<file path="src/rtl/bullet_pkg.sv">
// Shared bullet/playfield definitions used by the bullet controller, enemy controller and renderer.
package bullet_pkg;

   localparam int SCREEN_W     = 640;
   localparam int SCREEN_H     = 480;
   localparam int SPRITE_W     = 32;
   localparam int BULLET_COUNT = 8;
   localparam int COORD_W      = 10;

   typedef logic [COORD_W-1:0] coord_t;

   typedef struct packed {
      logic   active;
      coord_t x;
      coord_t y;
   } bullet_t;

   function automatic logic [3:0] popcount8(input logic [BULLET_COUNT-1:0] v);
      logic [3:0] c;
      c = '0;
      for (int i = 0; i < BULLET_COUNT; i++) c = c + {3'b000, v[i]};
      return c;
   endfunction

endpackage

</file>
<file path="src/rtl/bullet_slot_alloc.sv">
// Lowest-index free slot finder for the bullet pool (purely combinational).
module bullet_slot_alloc
   import bullet_pkg::*;
(
   input  logic [BULLET_COUNT-1:0] active,
   output logic                    free,
   output logic [2:0]              idx
);

   // NOTE: defaults first, so every path assigns every output and no latch is inferred.
   always_comb begin
      free = 1'b0;
      idx  = 3'd0;
      for (int i = BULLET_COUNT - 1; i >= 0; i--) begin
         if (!active[i]) begin
            free = 1'b1;
            idx  = 3'(i);
         end
      end
   end

endmodule

</file>
<file path="src/rtl/bullet_controller.sv">
// Player bullet pool: spawn on fire with cooldown, move up per frame, retire on hit or top edge.
module bullet_controller
   import bullet_pkg::*;
#(
   parameter int BULLET_SPEED  = 4,
   parameter int FIRE_COOLDOWN = 8,
   parameter int X_OFFSET      = 15
) (
   input  logic               clk25,
   input  logic               reset_n,
   input  logic               frame_tick,
   input  logic               fire,
   input  logic [COORD_W-1:0] player_x,
   input  logic [COORD_W-1:0] player_y,
   input  logic [7:0]         bullet_hit,
   output logic [COORD_W-1:0] bullet_x0, bullet_x1, bullet_x2, bullet_x3,
   output logic [COORD_W-1:0] bullet_x4, bullet_x5, bullet_x6, bullet_x7,
   output logic [COORD_W-1:0] bullet_y0, bullet_y1, bullet_y2, bullet_y3,
   output logic [COORD_W-1:0] bullet_y4, bullet_y5, bullet_y6, bullet_y7,
   output logic               bullet_active0, bullet_active1, bullet_active2, bullet_active3,
   output logic               bullet_active4, bullet_active5, bullet_active6, bullet_active7,
   output logic               shot_fired,
   output logic [3:0]         active_count
);

   localparam coord_t     SPEED_C    = coord_t'(BULLET_SPEED);
   localparam coord_t     XOFF_C     = coord_t'(X_OFFSET);
   localparam logic [4:0] COOLDOWN_C = 5'(FIRE_COOLDOWN);

   bullet_t                 slot_q [BULLET_COUNT];
   bullet_t                 slot_d [BULLET_COUNT];
   logic [BULLET_COUNT-1:0] active_q;
   logic [BULLET_COUNT-1:0] active_d;
   logic [4:0]              cooldown_q, cooldown_d;
   logic                    free;
   logic [2:0]              free_idx;
   logic                    spawn;

   always_comb begin
      for (int j = 0; j < BULLET_COUNT; j++) active_q[j] = slot_q[j].active;
   end

   bullet_slot_alloc u_alloc (
      .active (active_q),
      .free   (free),
      .idx    (free_idx)
   );

   assign spawn = fire && (cooldown_q == 5'd0) && free;

   // Spawn only targets a slot inactive at cycle start, so it never collides with hit/move.
   always_comb begin
      for (int j = 0; j < BULLET_COUNT; j++) begin
         slot_d[j] = slot_q[j];
         if (bullet_hit[j] && slot_q[j].active) begin
            slot_d[j].active = 1'b0;
         end else if (frame_tick && slot_q[j].active) begin
            if (slot_q[j].y < SPEED_C) slot_d[j].active = 1'b0;
            else                       slot_d[j].y      = slot_q[j].y - SPEED_C;
         end else if (spawn && (free_idx == 3'(j))) begin
            slot_d[j].active = 1'b1;
            slot_d[j].x      = player_x + XOFF_C;
            slot_d[j].y      = player_y;
         end
         active_d[j] = slot_d[j].active;
      end
   end

   always_comb begin
      if (spawn)                                  cooldown_d = COOLDOWN_C;
      else if (frame_tick && cooldown_q != 5'd0)  cooldown_d = cooldown_q - 5'd1;
      else                                        cooldown_d = cooldown_q;
   end

   // NOTE: non-blocking assignments for all registered state so every flop samples pre-edge values.
   always_ff @(posedge clk25 or negedge reset_n) begin
      if (!reset_n) begin
         for (int j = 0; j < BULLET_COUNT; j++) slot_q[j] <= '0;
         cooldown_q   <= '0;
         shot_fired   <= 1'b0;
         active_count <= '0;
      end else begin
         for (int j = 0; j < BULLET_COUNT; j++) slot_q[j] <= slot_d[j];
         cooldown_q   <= cooldown_d;
         shot_fired   <= spawn;
         active_count <= popcount8(active_d);
      end
   end

   assign bullet_x0 = slot_q[0].x;  assign bullet_y0 = slot_q[0].y;  assign bullet_active0 = slot_q[0].active;
   assign bullet_x1 = slot_q[1].x;  assign bullet_y1 = slot_q[1].y;  assign bullet_active1 = slot_q[1].active;
   assign bullet_x2 = slot_q[2].x;  assign bullet_y2 = slot_q[2].y;  assign bullet_active2 = slot_q[2].active;
   assign bullet_x3 = slot_q[3].x;  assign bullet_y3 = slot_q[3].y;  assign bullet_active3 = slot_q[3].active;
   assign bullet_x4 = slot_q[4].x;  assign bullet_y4 = slot_q[4].y;  assign bullet_active4 = slot_q[4].active;
   assign bullet_x5 = slot_q[5].x;  assign bullet_y5 = slot_q[5].y;  assign bullet_active5 = slot_q[5].active;
   assign bullet_x6 = slot_q[6].x;  assign bullet_y6 = slot_q[6].y;  assign bullet_active6 = slot_q[6].active;
   assign bullet_x7 = slot_q[7].x;  assign bullet_y7 = slot_q[7].y;  assign bullet_active7 = slot_q[7].active;

endmodule

</file>
<file path="config.mk">
export PLATFORM = sky130hd
export DESIGN_NAME = bullet_controller
export DESIGN_NICKNAME = d
export VERILOG_FILES = /design/src/rtl/bullet_pkg.sv /design/src/rtl/bullet_slot_alloc.sv /design/src/rtl/bullet_controller.sv
export SDC_FILE = /design/constraint.sdc
export NUM_CORES = 1
export LEC_CHECK = 0
export CORE_MARGIN = 2
export CORE_UTILIZATION = 60
export CTS_BUF_LIST = sky130_fd_sc_hd__clkbuf_16
export DETAILED_ROUTE_END_ITERATION = 6
export DONT_BUFFER_PORTS = 1
export HOLD_SLACK_MARGIN = 0.06
export PLACE_DENSITY = 0.79
export SETUP_SLACK_MARGIN = 0.1
export SLEW_MARGIN = 20
export SYNTH_ARGS = -nofsm -noshare
export SYNTH_HDL_FRONTEND = slang
export SYNTH_SLANG_ARGS = --single-unit
export TNS_END_PERCENT = 10
</file>
<file path="constraint.sdc">
create_clock -name clk25 -period 4.9 [get_ports clk25]
set_input_delay 0.735 -clock clk25 [delete_from_list [all_inputs] [get_ports clk25]]
set_output_delay 0.735 -clock clk25 [all_outputs]
set_load 0.01 [all_outputs]
</file>
==> results by group <==
Synth
  – Share of Yosys cell area claimed by the top area cell type: 51.90%
  – Largest cells by area after synthesis: dfrtp_1, nand2_1, o21ai_0, a21oi_1, nor2_1
  – Syn Area/Cell: 9.151 um^2
  – Register area share after synthesis: 51.90%
  – Yosys warnings: 0
  – Synth cell types: 66
  – Synth cell count leaders: nand2_1, dfrtp_1, o21ai_0
  – Post-synth top area cell: dfrtp_1
  – Most frequent cell after synthesis: nand2_1
  – Synth Instances: 938
  – Number of flops mapped to enable cells by yosys: 0
  – Async SR Flop Fraction: 100.0%
  – Ys flop type: dfrtp_1
  – Mapped Nets: 988
  – Post-Syn Area: 8583 um^2
  – FF+latch count, synth: 178

Setup path
  – Startpoint Class: register
  – Most common cell on crit path: inv_1
  – RR Endpoint: active_count[1]$_DFF_PN0_
  – CP endpoint kind: register
  – Critical path, cell by cell: inv_1, ha_1, or4b_2, nor4_1, nand2_1, nand3b_1, nand2_1, fa_1, inv_1, fa_1, inv_1, fa_1, ha_1, inv_1, fa_1, inv_1
  – Crit Path Class: reg -> reg
  – Worst Path Required: 5230 ps
  – CP arrival: 4800 ps
  – Critical path's slowest cell: or4b_2
  – Levels on crit path: 16
  – Reg2Reg Setup Slack: 430 ps
  – R2R depth: 16
  – CP top delay family: adder cells
  – CP bufs+invs: 5
  – Critical path fanouts, max: 4
  – FF-to-FF Start: bullet_y0[2]$_DFFE_PN0P_
  – Crit path largest cell delay: 630 ps

Clock tree
  – Clock root cell: clkbuf_16
  – CTS Buf Count: 17
  – Clock transition at the registers of the reported paths: 70 ps
  – CTS Buffer Depth: 2
  – H-tree depth: 4
  – Total setup buffers inserted after CTS: 0
  – Clock latency at the later pin of the worst-skew pair: 430 ps
  – Resized cells post-CTS: 0
  – Sinks on the clock net: 178
  – TritonCTS clock tree: built

Run status
  – Failing checks: negative hold slack
  – Outcome: finished, violations left

Global route
  – Initial antenna violation count: 0
  – Met3 Track Usage GR: 10.21%
  – First-pass GRT wire length: 34640 um
  – GR peak layer: met2
  – Largest net degree at the start of global routing: 179
  – Met1 usage: 37.37%
  – Vias in the first global route: 6412
  – Met2 Track Usage GR: 48.63%
  – Total GRT Usage: 30.06%
  – GR Overflow Total: 0

Drt
  – First-pass DRT Iterations: 5
  – Antenna viol nets, final: 0
  – Initial drt markers: 607
  – Detailed-route wire length per cell: 20.53 um
  – Vias per cell: 6.251
  – DRC Markers: 0
  – Routed wire length: 22690 um
  – DR vias: 6907

Floorplanning
  – IO Pins: 205
  – Die height: 123.6 um
  – Initial Util: 61.60%
  – Core Area: 13930 um^2
  – # rows: 43
  – Die W: 123.6 um
  – Die ar.: 15280 um^2

Timing
  – Final hold violations: 7
  – Measured slew at the worst slew-check pin: 1029 ps
  – Final setup fails: 0
  – Fmax: 223.5 MHz
  – Setup WS post-layout: 425.1 ps
  – Final Cycle Share: 91.32%
  – Setup TNS: 0 ps
  – Slew Limit Fails: 0
  – Worst hold margin: -5.608 ps
  – Relative slew slack: 30.87%
  – RSZ-0062 raised after global routing: false
  – Fin crit period: 4475 ps
  – Layout Skew: 9.598 ps

Final layout
  – Fraction of final layout cells sized beyond drive strength 1: 5.514%
  – Syn-to-layout area delta: 6.983%
  – Final #Nets: 962
  – ANT cells: 0
  – Fillers: 1093

Placement
  – Placer Congestion: 0.9278
  – Buffers on Ports: 0
  – Hpwl dp: 15760 um
  – Post-place setup slack: 478.0 ps

Job
  – Max-Cap Viols: 0

Pwr
  – Maximum VDD drop: 0.2742 mV
  – PwrDens: 380.1 nW/um^2
  – Leakage power figure: 0.004218 uW

Hold path
  – Tightest Hold Check Type: in -> async
cell type report:
type | count | area [um^2] | share of cell area [%]
Sequential cell | 178 | 4454 | 48.51
Multi-Input combinational cell | 668 | 3749 | 40.82
Clock buffer | 17 | 425.4 | 4.633
Tap cell | 180 | 225.2 | 2.453
Inverter | 43 | 161.4 | 1.758
Clock inverter | 15 | 137.6 | 1.499
Timing Repair Buffer | 4 | 30.03 | 0.3270
flip-flops by register name, summed over array words and instances (netlist names), 4 cells and up:
register,count
active_count,4
bullet_x0,10
bullet_x1,10
bullet_x2,10
bullet_x3,10
bullet_x4,10
bullet_x5,10
bullet_x6,10
bullet_x7,10
bullet_y0,10
bullet_y1,10
bullet_y2,10
bullet_y3,10
bullet_y4,10
bullet_y5,10
bullet_y6,10
bullet_y7,10
cooldown_q,5
layout by cell type (no fill, tap or decap), types with 8 or more instances in the layout:
cell type	n
ha_1	14
a221o_1	8
nand2_1	182
inv_1	43
nor2_1	62
nor4_1	10
dfrtp_1	178
nor3_1	21
and2_1	10
nor3b_1	11
xnor2_1	8
a22oi_1	12
nand2b_1	9
or3_1	9
o21ai_0	134
clkbuf_16	17
a21oi_1	55
o22ai_1	8
nand3_1	12
worst max path at each step:
| stage | start | end | slack, ps |
|---|---|---|---|
| global placement | bullet_y0[2]$_DFFE_PN0P_ | active_count[1]$_DFF_PN0_ | 530 |
| floorplan | frame_tick | active_count[2]$_DFF_PN0_ | 680 |
| finish | bullet_y0[2]$_DFFE_PN0P_ | active_count[1]$_DFF_PN0_ | 430 |
| CTS | bullet_y0[2]$_DFFE_PN0P_ | active_count[1]$_DFF_PN0_ | 420 |
| global route | bullet_y0[2]$_DFFE_PN0P_ | active_count[2]$_DFF_PN0_ | 190 |
| detailed placement | bullet_y0[2]$_DFFE_PN0P_ | active_count[2]$_DFF_PN0_ | 480 |
cell families (layout without fill, tap and decap cells):
logic type | after synthesis | in the layout | synth area share [%]
AO/OA/AOI/OAI | 281 | 281 | 19.99
XOR/XNOR | 12 | 12 | 1.224
adder cells (fa/ha/maj) | 18 | 18 | 2.974
buffers and inverters | 92 | 79 | 4.431
flip-flops | 178 | 178 | 51.90
multiplexers | 1 | 1 | 0.1166
AND/OR/NAND/NOR | 356 | 356 | 19.37
routing by layer:
layer	up-vias	share of wire, %	wire [um]
met5	-	0	0
met1	3288	39	8856
met3	45	11	2390
met4	0	2.9	663
met2	337	48	10780
li1	3237	-	-
power by group:
part / leakage (uW) / internal (uW) / total (uW) / switching, uW
clock network: 0.000266 / 672 / 1300 / 631
registers: 0.00240 / 1610 / 1830 / 218
logic: 0.00155 / 161 / 357 / 197
worst register-to-register path, stage by stage (launching register included):
cell      delay [ps]
dfrtp_1          430
inv_1            120
ha_1             190
or4b_2           630
nor4_1           340
nand2_1          100
nand3b_1          90
nand2_1          100
fa_1             560
inv_1             50
fa_1             490
inv_1             50
fa_1             490
ha_1             170
inv_1             60
fa_1             480
inv_1             40
through the flow:
step	total power, uW	hold WS, ps	util (%)	cells	cell area [um^2]
2_1_floorplan	2106	439.4	-	938	8583
3_3_place_gp	2196	442.8	61.86	1073	8620
3_5_place_dp	2211	443.9	61.86	1073	8620
4_1_cts	3506	-17.63	65.90	1105	9183
5_1_grt	3643	-21.11	65.90	1105	9183
6_report	3490	-5.608	65.90	1105	9183
Note: power is estimated with default switching activity, not from simulation.
